--- src/rtl/hilo_mult_unit.sv ---
// HI/LO multiply/accumulate unit: radix-2 shift-add multiplier with mult, multu, madd, msub, mul, mthi and mtlo.
// Busy/Done are flopped from the next-state decode, so they are glitch-free for the hazard unit.
module hilo_mult_unit #(
  parameter int unsigned WIDTH = 32
) (
  input  logic             clk,
  input  logic             rst,
  input  logic             start,
  input  logic [4:0]       alu_ctl,
  input  logic             hi_lo_write,
  input  logic [WIDTH-1:0] a,
  input  logic [WIDTH-1:0] b,
  output logic [WIDTH-1:0] hi,
  output logic [WIDTH-1:0] lo,
  output logic [WIDTH-1:0] mul_result,
  output logic             busy,
  output logic             done
);

  localparam int unsigned PW = 2 * WIDTH;
  localparam int unsigned CW = $clog2(WIDTH);

  localparam logic [4:0] OP_MULT  = 5'b00101;
  localparam logic [4:0] OP_MULTU = 5'b11001;
  localparam logic [4:0] OP_MADD  = 5'b01100;
  localparam logic [4:0] OP_MSUB  = 5'b01101;
  localparam logic [4:0] OP_MUL   = 5'b11000;
  localparam logic [4:0] OP_MTHI  = 5'b10001;
  localparam logic [4:0] OP_MTLO  = 5'b10011;

  typedef enum logic [1:0] {IDLE, MUL, WB} state_t;

  state_t          state_q, state_d;
  logic [4:0]      op_q;
  logic            sign_q;
  logic [PW-1:0]   mcand_q;
  logic [WIDTH-1:0] mplier_q;
  logic [PW-1:0]   prod_q;
  logic [CW-1:0]   cnt_q;

  logic             accept;
  logic             acc_mthi, acc_mtlo, acc_mul;
  logic             signed_op;
  logic [WIDTH-1:0] mag_a, mag_b;
  logic [PW-1:0]    res, hilo, acc_sum, acc_dif;

  // Accept decode: HI/LO-writing ops need the qualifier, mul does not.
  always_comb begin
    accept    = start && (state_q == IDLE);
    acc_mthi  = accept && hi_lo_write && (alu_ctl == OP_MTHI);
    acc_mtlo  = accept && hi_lo_write && (alu_ctl == OP_MTLO);
    acc_mul   = accept && ((alu_ctl == OP_MUL) ||
                (hi_lo_write && ((alu_ctl == OP_MULT) || (alu_ctl == OP_MULTU) ||
                                 (alu_ctl == OP_MADD) || (alu_ctl == OP_MSUB))));
    signed_op = (alu_ctl != OP_MULTU);
    mag_a     = (signed_op && a[WIDTH-1]) ? WIDTH'(0) - a : a;
    mag_b     = (signed_op && b[WIDTH-1]) ? WIDTH'(0) - b : b;
    res       = sign_q ? PW'(0) - prod_q : prod_q;
    hilo      = {hi, lo};
    acc_sum   = hilo + res;
    acc_dif   = hilo - res;
  end

  always_comb begin
    state_d = state_q;
    case (state_q)
      IDLE:    if (acc_mul) state_d = MUL;
      MUL:     if (cnt_q == CW'(WIDTH - 1)) state_d = WB;
      WB:      state_d = IDLE;
      default: state_d = IDLE;
    endcase
  end

  always_ff @(posedge clk or negedge rst) begin
    if (!rst) begin
      state_q <= IDLE;
      busy    <= 1'b0;
      done    <= 1'b0;
    end else begin
      state_q <= state_d;
      busy    <= (state_d != IDLE);
      done    <= (state_d == WB);
    end
  end

  // Operand capture, shift-add iterations and architectural writeback.
  always_ff @(posedge clk or negedge rst) begin
    if (!rst) begin
      op_q       <= 5'b0;
      sign_q     <= 1'b0;
      mcand_q    <= '0;
      mplier_q   <= '0;
      prod_q     <= '0;
      cnt_q      <= '0;
      hi         <= '0;
      lo         <= '0;
      mul_result <= '0;
    end else begin
      case (state_q)
        IDLE: begin
          if (acc_mthi) hi <= a;
          if (acc_mtlo) lo <= a;
          if (acc_mul) begin
            op_q     <= alu_ctl;
            sign_q   <= signed_op && (a[WIDTH-1] ^ b[WIDTH-1]);
            mcand_q  <= PW'(mag_a);
            mplier_q <= mag_b;
            prod_q   <= '0;
            cnt_q    <= '0;
          end
        end
        MUL: begin
          if (mplier_q[0]) prod_q <= prod_q + mcand_q;
          mcand_q  <= mcand_q << 1;
          mplier_q <= mplier_q >> 1;
          cnt_q    <= cnt_q + CW'(1);
        end
        WB: begin
          case (op_q)
            OP_MULT, OP_MULTU: {hi, lo} <= res;
            OP_MADD:           {hi, lo} <= acc_sum;
            OP_MSUB:           {hi, lo} <= acc_dif;
            OP_MUL:            mul_result <= res[WIDTH-1:0];
            default:           ;
          endcase
        end
        default: ;
      endcase
    end
  end

endmodule

--- config.mk ---
export PLATFORM = sky130hd
export DESIGN_NAME = hilo_mult_unit
export DESIGN_NICKNAME = d
export VERILOG_FILES = /design/src/rtl/hilo_mult_unit.sv
export SDC_FILE = /design/constraint.sdc
export NUM_CORES = 1
export LEC_CHECK = 0
export BUFFER_PORTS_ARGS = -buffer_cell sky130_fd_sc_hd__buf_2
export CAP_MARGIN = 30
export CORE_MARGIN = 4
export CORE_UTILIZATION = 50
export DETAILED_ROUTE_END_ITERATION = 16
export GPL_TIMING_DRIVEN = 1
export PLACE_DENSITY_LB_ADDON = 0.12
export SYNTH_ARGS = -nofsm -noshare
export SYNTH_HDL_FRONTEND = slang
export SYNTH_SLANG_ARGS = --single-unit
--- constraint.sdc ---
create_clock -name clk -period 7.1 [get_ports clk]
set_input_delay 0.355 -clock clk [delete_from_list [all_inputs] [get_ports clk]]
set_output_delay 0.355 -clock clk [all_outputs]
set_load 0.03 [all_outputs]
## After elaboration in Yosys (flattened, before gate mapping)

Cells that the tools add are included.
W data, S select, Z words.

- Output and inout port bits: 98
- Flip-flop bits (word level): 271

- Bitwise logic cells: 1
- Reduce and logical (&&, ||, !) cells: 24
- Mux-type cells: 21
- Equal/unequal tests: 22
- Add/subtract/negate cells: 7

Operators with widths:

| cell | count |
|---|---|
| $mux W64 | 4 |
| $pmux W64 S2 | 2 |
| $pmux W32 S2 | 3 |
| $pmux W32 S3 | 2 |
| $mux W32 | 5 |
| $add A64 B64 Y64 | 2 |
| $sub A1 B32 Y32 const A | 2 |
| $sub A1 B64 Y64 const A | 1 |
| $sub A64 B64 Y64 | 1 |
| $eq A5 B5 Y1 const B | 7 |
| $eq A5 B4 Y1 const B | 4 |
| $eq A5 B3 Y1 const B | 2 |
| $pmux W5 S2 | 1 |
| $logic_and A1 B1 Y1 | 9 |
| $reduce_and A3 Y1 | 3 |
| $ne A2 B2 Y1 const B | 4 |
| $reduce_and A2 Y1 | 3 |
| $reduce_bool A2 Y1 | 3 |
| $add A5 B1 Y5 const B | 1 |
| $mux W5 | 1 |
| $ne A5 B5 Y1 const B | 1 |
| $eq A2 B2 Y1 const B | 2 |
| $logic_or A1 B1 Y1 | 4 |
| $mux W2 | 2 |
| 6 further kinds | 6 |

## Longest topological paths before layout

Gate-level depths: netlist of run 1.

- Depth after elaboration: 10
- Gate-level depth with buffers: 25
- Mapped depth without buffers: 24

## Worst setup path before layout of run 1

OpenSTA, ideal clock, no wires.

- Path type: reg2reg
- Start point: register prod_q[6]
- End point: register hi[30]
- Cell stages (with the launch flop): 23
- Setup slack: 1328 ps
- Setup time: 148 ps
- Path buffers: 4
- Data arrival time: 5624 ps
- Cells stage by stage: dfrtp_1 > or4_4 > or3_1 > buf_2 > or3_1 > buf_2 > or3_4 > or3_1 > buf_6 > o31ai_4 > xor2_2 > inv_2 > ha_1 > clkbuf_1 > or4_1 > nor4b_1 > a221oi_1 > nand2_1 > a311oi_1 > o41ai_1 > mux2_2 > nand3_1 > a41oi_1

- Longest elaborated chain between the ends: 5

RTL lines:

| item | RTL line | text |
|---|---|---|
| from (decl) | 38 | `logic [PW-1:0] prod_q;` |
| from (signal assigned) | 113 | `if (mplier_q[0]) prod_q <= prod_q + mcand_q;` |
| $sub A1 B64 Y64 | 58 | `res = sign_q ? PW'(0) - prod_q : prod_q;` |
| $mux W64 * | 58 |  |
| $sub A64 B64 Y64 / $add A64 B64 Y64 (equally long branches) | 61, 60 |  |
| $pmux W32 S3 * | 119 | `case (op_q)` |
| $pmux W32 S2 * | 99 | `case (state_q)` |
| to (signal assigned) | 120 | `OP_MULT, OP_MULTU: {hi, lo} <= res;` |
| to (signal assigned) | 121 | `OP_MADD: {hi, lo} <= acc_sum;` |
| to (signal assigned) | 122 | `OP_MSUB: {hi, lo} <= acc_dif;` |
| to (decl) | 13 | `output logic [WIDTH-1:0] hi,` |

Every way passes the cells marked *; elsewhere a longest branch is shown, timed or not.
A chain may end at the register's enable or synchronous reset.

## Worst setup path in the final report of run 1

Ends and elaborated chain as after synthesis.

==> results of run 1 <==
[stage by stage]
step           area [sq um]  power (mW)  util, %  instances
2_1_floorplan         25500        9.70        -       3346
3_3_place_gp          27000        13.1     53.7       4052
3_5_place_dp          27000        13.1     53.7       4052
4_1_cts               28500        15.4     56.6       4120
5_1_grt               28500        16.7     56.6       4124
6_report              28500        15.8     56.6       4124
[state kept, by name (all words and copies together) (netlist names)]
register    cells
mcand_q        64
prod_q         64
hi             32
lo             32
mplier_q       32
mul_result     32
cnt_q           5
op_q            5
state_q         2
busy            1
done            1
sign_q          1
[metal layers]
metal,up-vias,track usage (%)
li1,12300,-
met1,12900,52.2
met2,1402,50.3
met3,212,9.24
met4,4,13.8
met5,-,0
[power by group through the flow]
stage / sequential (mW) / combinational, mW / clock, mW
floorplan: 2.44 / 7.26 / 0
global placement: 2.53 / 10.6 / 0
detailed placement: 2.56 / 10.5 / 0
CTS: 2.54 / 10.6 / 2.25
global route: 2.61 / 11.8 / 2.31
finish: 2.56 / 11.0 / 2.23
[cells in the mapped netlist (all sizes together) (7+ instances only)]
| cell type | number | share of area, % |
|---|---|---|
| a21oi | 293 | 5.7 |
| o211ai | 27 | 0.79 |
| a31oi | 28 | 0.69 |
| o21bai | 46 | 1.4 |
| a211o | 8 | 0.27 |
| clkbuf | 188 | 2.8 |
| o31a | 7 | 0.24 |
| o21a | 17 | 0.50 |
| buf | 18 | 0.30 |
| a21o | 85 | 2.5 |
| nand2b | 31 | 0.76 |
| a211oi | 39 | 1.1 |
| nor2b | 30 | 0.73 |
| ha | 208 | 10 |
| nand2 | 360 | 5.3 |
| nand4 | 49 | 1.2 |
| nor4 | 37 | 0.91 |
| mux2i | 14 | 0.55 |
| nor3 | 64 | 1.3 |
| a22oi | 62 | 1.8 |
| o31ai | 62 | 1.9 |
| xnor2 | 140 | 4.8 |
| a41oi | 7 | 0.24 |
| and3 | 17 | 0.42 |
| inv | 168 | 2.5 |
| a2111oi | 12 | 0.41 |
| o22ai | 13 | 0.32 |
| and2 | 24 | 0.59 |
| o21ai | 392 | 7.7 |
| nand3 | 74 | 1.5 |
| a21boi | 20 | 0.59 |
| xor2 | 104 | 3.6 |
| or3 | 48 | 1.2 |
| nor2 | 222 | 3.3 |
| o41ai | 22 | 0.78 |
| or4 | 24 | 0.72 |
| or2 | 15 | 0.37 |
| dfrtp | 271 | 27 |
| a221oi | 19 | 0.65 |
[cell families after synthesis]
| kind of cell | after synthesis | synth area share (%) |
|---|---|---|
| muxes | 16 | 0.637 |
| AOI/OAI and AO/OA | 1217 | 29.7 |
| DFF | 271 | 26.6 |
| and+or+nand+nor | 1012 | 18.7 |
| adders and majority gates | 211 | 10.4 |
| xor gates and xnor gates | 244 | 8.40 |
| buffers and inverters | 375 | 5.55 |
[worst max-delay path, cell delays in order (launching register included)]
cell	delay, ns
dfrtp_1	0.43
or4_4	0.56
or3_1	0.48
or3_1	0.48
or3_4	0.47
or3_1	0.48
o31ai_4	0.25
xor2_2	0.32
inv_2	0.08
ha_1	0.44
or4_1	0.60
nor4b_1	0.65
a221oi_1	0.17
nand2_1	0.17
a311oi_1	0.11
o41ai_1	0.42
mux2_2	0.38
nand3_1	0.08
a41oi_1	0.13
[area by class of cell]
type | instances | area [sq um]
antenna | 4 | 10.0
sequential | 271 | 6780
timing repair buffer | 242 | 1420
clock inverter | 22 | 430
inverter | 169 | 634
tap | 672 | 841
multi-input combinational | 2700 | 17400
clock buffer | 44 | 1010
fill | 4757 | 21800
[what timing repair did]
action | CTS | global route
hold buffers | 2 | 0
gates resized for setup | 0 | 2
endpoints found under the setup margin | 0 | 2
endpoints found under the hold margin | 84 | 0
[worst paths after layout]
path                                             from                         end  slack, ns  cells after the start
min                                              b[9]     mplier_q[9]$_DFFE_PN0P_       0.11                      3
max reg2reg                     prod_q[6]$_DFFE_PN0P_          hi[30]$_DFFE_PN0P_       0.26                     18
min in group asynchronous                         rst    mplier_q[21]$_DFFE_PN0P_       0.40                      2
max                             prod_q[6]$_DFFE_PN0P_          hi[30]$_DFFE_PN0P_       0.26                     18
min reg2reg                mul_result[18]$_DFFE_PN0P_  mul_result[18]$_DFFE_PN0P_       0.47                      2
max in group asynchronous                         rst         op_q[0]$_DFFE_PN0P_       5.38                      3
==> impl_metrics.toml, run 1 <==
[yosys]
syn_area_per_cell_sq_um = 7.63
synth_edf_count = 0
ys_async_sr_fraction_pct = 100
synth_cells = 3346
synth_nets = 3630
synth-seq-area-share_pct = 26.6
synth-seq-cells = 271
synth.distinct_cells = 79
yosys_most_used_dff = "dfrtp_1"
synth_warnings = 0
syn_area_sq_mm = 0.0255

[setup_path]
critPathKind = "flop to flop"
critPathMaxFanout = 11
critPathRequiredTime_ns = 7.52
crit_arrival_ns = 7.26
cp-end-kind = "flop"
start_kind = "flop"

[clocking]
cts_sinks = 271
cts_tree = "built"
numCtsBuffers = 36
clkTransAtPathRegs_ns = 0.06
cts_setup_buffers = 0
clockRootBuffer = "clkbuf_16"
clkLatencyLatePin_ns = 0.57
htreeDepth = 2
cts.path.max_buffers = 3

[die]
die-area_sq_mm = 0.0548
row_count = 82
die_w_um = 234
core_sq_mm = 0.0504
pin_count = 171
start_util_pct = 50.7
die_y_um = 234

[timing]
period_needed_ns = 6.84
worst_pin_slew_ns = 0.983
hold_violations = 0
worst_clock_skew_ns = 0.0201
setup_slack_ns = 0.264
relSlewSlack_pct = 33.6
maxSlewViolCount = 0
rsz0062_at_grt = "no"
whs_ns = 0.106
fin_tns_setup_ns = 0
fmax_mhz = 146
period_share_pct = 96.3
setup_viol = 0

[layout]
layout-area-overhead-vs-synth_pct = 11.7
final_nets = 3704
drive_above_1_share_pct = 10.2
mostFrequentLayoutCells = "o21ai_0 (386), nand2_1 (359), a21oi_1 (292)"
layout_commonest_cell = "o21ai_0"

[route]
wl_um = 101000
num_vias = 26800
routed.top_layer = "met5"
routed_via_density = 6.49
met2_length_um = 40300
drc = 0
antenna_left = 0
wl_per_cell_um = 24.4
firstDrtPassIters = 7
drtIter0Drc = 3378
wl_met3_um = 11400
drt-met1-wl_um = 44400

[global_routing]
grt_pass1_vias = 24900
grt-ovfl-total = 0
grtUsageTotal_pct = 35.7
antenna_found_initial = 6
grt_pass1_wl_um = 151000
grt_start_max_net_pins = 123

[power]
combPwrFrac_pct = 69.7
powerDensity_mw_per_mm2 = 553
switching_share_pct = 54.7
p_int_mw = 7.15
clkPwrFrac_pct = 14.1
ir_worst_vdd_v = 0.000239
pwr-share-seq_pct = 16.2
power.leakage_nw = 12.9
power.switching_mw = 8.63

[placed_design]
io_buffer_count = 170
dp_hpwl_um = 77400
dp_slack_ns = 0.335
place.gp.congestion = 1.06

[flow_run]
maxCapViolations = 0

[min_path]
min_path_type = "input port to flop"

[run_status]
run_status = "finished, final reports clean"
Power figures use the tool's default switching activity.
==> inputs of run 2 (changes only) <==
--- a/config.mk
+++ b/config.mk
@@ -6,11 +6,12 @@
 export NUM_CORES = 1
 export LEC_CHECK = 0
 export BUFFER_PORTS_ARGS = -buffer_cell sky130_fd_sc_hd__buf_2
-export CAP_MARGIN = 30
+export CAP_MARGIN = 10
 export CORE_MARGIN = 4
 export CORE_UTILIZATION = 50
+export CTS_BUF_LIST = sky130_fd_sc_hd__clkbuf_4 sky130_fd_sc_hd__clkbuf_8 sky130_fd_sc_hd__clkbuf_16
 export DETAILED_ROUTE_END_ITERATION = 16
-export GPL_TIMING_DRIVEN = 1
+export GPL_TIMING_DRIVEN = 0
 export PLACE_DENSITY_LB_ADDON = 0.12
 export SYNTH_ARGS = -nofsm -noshare
 export SYNTH_HDL_FRONTEND = slang
==> run 2 against run 1 <==
  * Core utilization up 0.60 points
  * Worst hold slack got worse by 0.0095 ns
  * Via count increased by 4.2%
  * Global-route usage increased by 3.0 points
  * Design area rose by 1.1%
  * First-iteration DRC count rose by 8.5%
  * Power increased by 0.58%
  * Sequential share of layout area down 0.26 points
  * Final cell count rose by 3.2%
  * Wire length up 8.4%
  * Clock power shrank 14%
  * Die area is the same
  * Critical path type unchanged
==> impl_metrics.toml, run 2 (synthesis gave the netlist of run 1 again) <==
[run_status]
run_status = "finished, final reports clean"

[die]
row_count = 82
core_sq_mm = 0.0504
start_util_pct = 50.7
die-area_sq_mm = 0.0548
die_w_um = 234
die_y_um = 234
pin_count = 171

[timing]
period_needed_ns = 7.00
relSlewSlack_pct = 11.4
whs_ns = 0.0967
setup_slack_ns = 0.105
hold_violations = 0
fmax_mhz = 143
period_share_pct = 98.5
worst_pin_slew_ns = 1.33
worst_clock_skew_ns = 0.0259
maxSlewViolCount = 0
setup_viol = 0

[min_path]
min-delay-start = "b[16]"
hold_path_depth = 3
min_path_type = "input port to flop"

[power]
power.switching_mw = 9.17
pwr-share-seq_pct = 16.3
combPwrFrac_pct = 71.6
p_int_mw = 6.69
power.leakage_nw = 12.8
clkPwrFrac_pct = 12.1
switching_share_pct = 57.8
powerDensity_mw_per_mm2 = 550
ir_worst_vdd_v = 0.000253

[route]
wl_um = 109000
wl_per_cell_um = 25.6
routed_via_density = 6.55
drc = 0
num_vias = 27900
antenna_left = 0
drtIter0Drc = 3666
firstDrtPassIters = 6

[clocking]
cts.path.max_buffers = 3
clkLatencyLatePin_ns = 0.58
cts_tree = "built"
htreeDepth = 2
clkTransAtPathRegs_ns = 0.06
cts_sinks = 271
clockRootBuffer = "clkbuf_16"
numCtsBuffers = 35

[global_routing]
use_met1_pct = 53.9
busiest_layer = "met2"
met3_usage_pct = 9.17
grt_pass1_vias = 26300
grtUsageTotal_pct = 38.7
grt-ovfl-total = 0
grt_pass1_wl_um = 162000
antenna_found_initial = 5
grt_start_max_net_pins = 118
met2_usage_pct = 56.9

[setup_path]
r2r_cells = 21
crit_arrival_ns = 7.47
start_kind = "flop"
critPathMaxFanout = 10
critPathRequiredTime_ns = 7.57
r2r-start = "prod_q[6]$_DFFE_PN0P_"
cp-end-kind = "flop"
crit_start = "prod_q[6]$_DFFE_PN0P_"
critPathKind = "flop to flop"

[layout]
layout_commonest_cell = "o21ai_0"
layout-area-overhead-vs-synth_pct = 12.9
mostFrequentLayoutCells = "o21ai_0 (383), nand2_1 (360), a21oi_1 (292)"
final_nets = 3841
reg_top3 = "mcand_q: 64 flops, prod_q: 64 flops"
drive_above_1_share_pct = 8.57
instances_no_fill = 4258

[placed_design]
dp_cells = 4189
io_buffer_count = 169
dp_hpwl_um = 86700
place.gp.congestion = 1.05
dp_slack_ns = -0.260

[flow_run]
maxCapViolations = 0
[run 2: worst paths after layout]
kind                                                   end  slack, ns
min in group asynchronous         mplier_q[19]$_DFFE_PN0P_       0.34
worst max register to register          hi[28]$_DFFE_PN0P_       0.10
worst max-delay path                    hi[28]$_DFFE_PN0P_       0.10
worst min-delay path              mplier_q[16]$_DFFE_PN0P_        0.1
worst min register to register  mul_result[15]$_DFFE_PN0P_       0.47
max in group asynchronous               hi[17]$_DFFE_PN0P_       5.74
[run 2: layout make-up]
| type | instances | area (sq um) |
|---|---|---|
| Inverter | 169 | 634 |
| Sequential cell | 271 | 6780 |
| Buffer | 202 | 771 |
| Multi-Input combinational cell | 2700 | 17600 |
| Antenna cell | 3 | 7.51 |
| Timing Repair Buffer | 178 | 968 |
| Tap cell | 672 | 841 |
| Clock inverter | 17 | 219 |
| Clock buffer | 46 | 1000 |
| Fill cell | 4833 | 21500 |
[run 2: power groups by stage]
stage | sequential, mW | combinational, mW | clock, mW
floorplan | 2.44 | 7.26 | 0
detailed placement | 2.57 | 10.6 | 0
CTS | 2.54 | 10.7 | 1.92
finish | 2.59 | 11.4 | 1.91
global route | 2.63 | 12.2 | 1.99
global placement | 2.55 | 10.5 | 0
[run 2: repair_timing]
action	in CTS	in global routing
hold buffers	2	0
pin swaps	0	3
cloned	0	0
endpoints found under the hold margin	69	0
setup buffers	0	5
endpoints found under the setup margin	5	10
gates resized for setup	5	43
[run 2: metrics by stage]
stage,setup TNS [ns],cell area [sq um],util [%],power (mW)
6_report,0,28800,57.2,15.9
5_1_grt,-0.167,28800,57.2,16.8
4_1_cts,0,28600,56.7,15.1
3_5_place_dp,-0.533,27300,54.2,13.1
3_3_place_gp,-0.300,27200,54.1,13.1
2_1_floorplan,0,25500,-,9.70
[run 2: critical path, cell delays in order (launching register included)]
cell and delay (ns):
dfrtp_1 0.47, or4_4 0.57, or3_1 0.35, buf_2 0.17, or3_1 0.30, buf_2 0.17, o21ai_0 0.19, xor2_1 0.64
inv_1 0.11, ha_1 0.30, clkbuf_1 0.37, inv_1 0.23, nor3_1 0.32, nand2_1 0.08, nor3_1 0.32, a221oi_2 0.19
o21ai_0 0.61, a211oi_2 0.28, o41ai_1 0.53, a22oi_1 0.22, xnor2_1 0.22, a221oi_1 0.24
[run 2: routing by layer]
metal	up-vias	part of all wire, %
met5	-	0
met3	315	12
met1	13400	41
li1	12500	-
met4	0	5.4
met2	1684	41
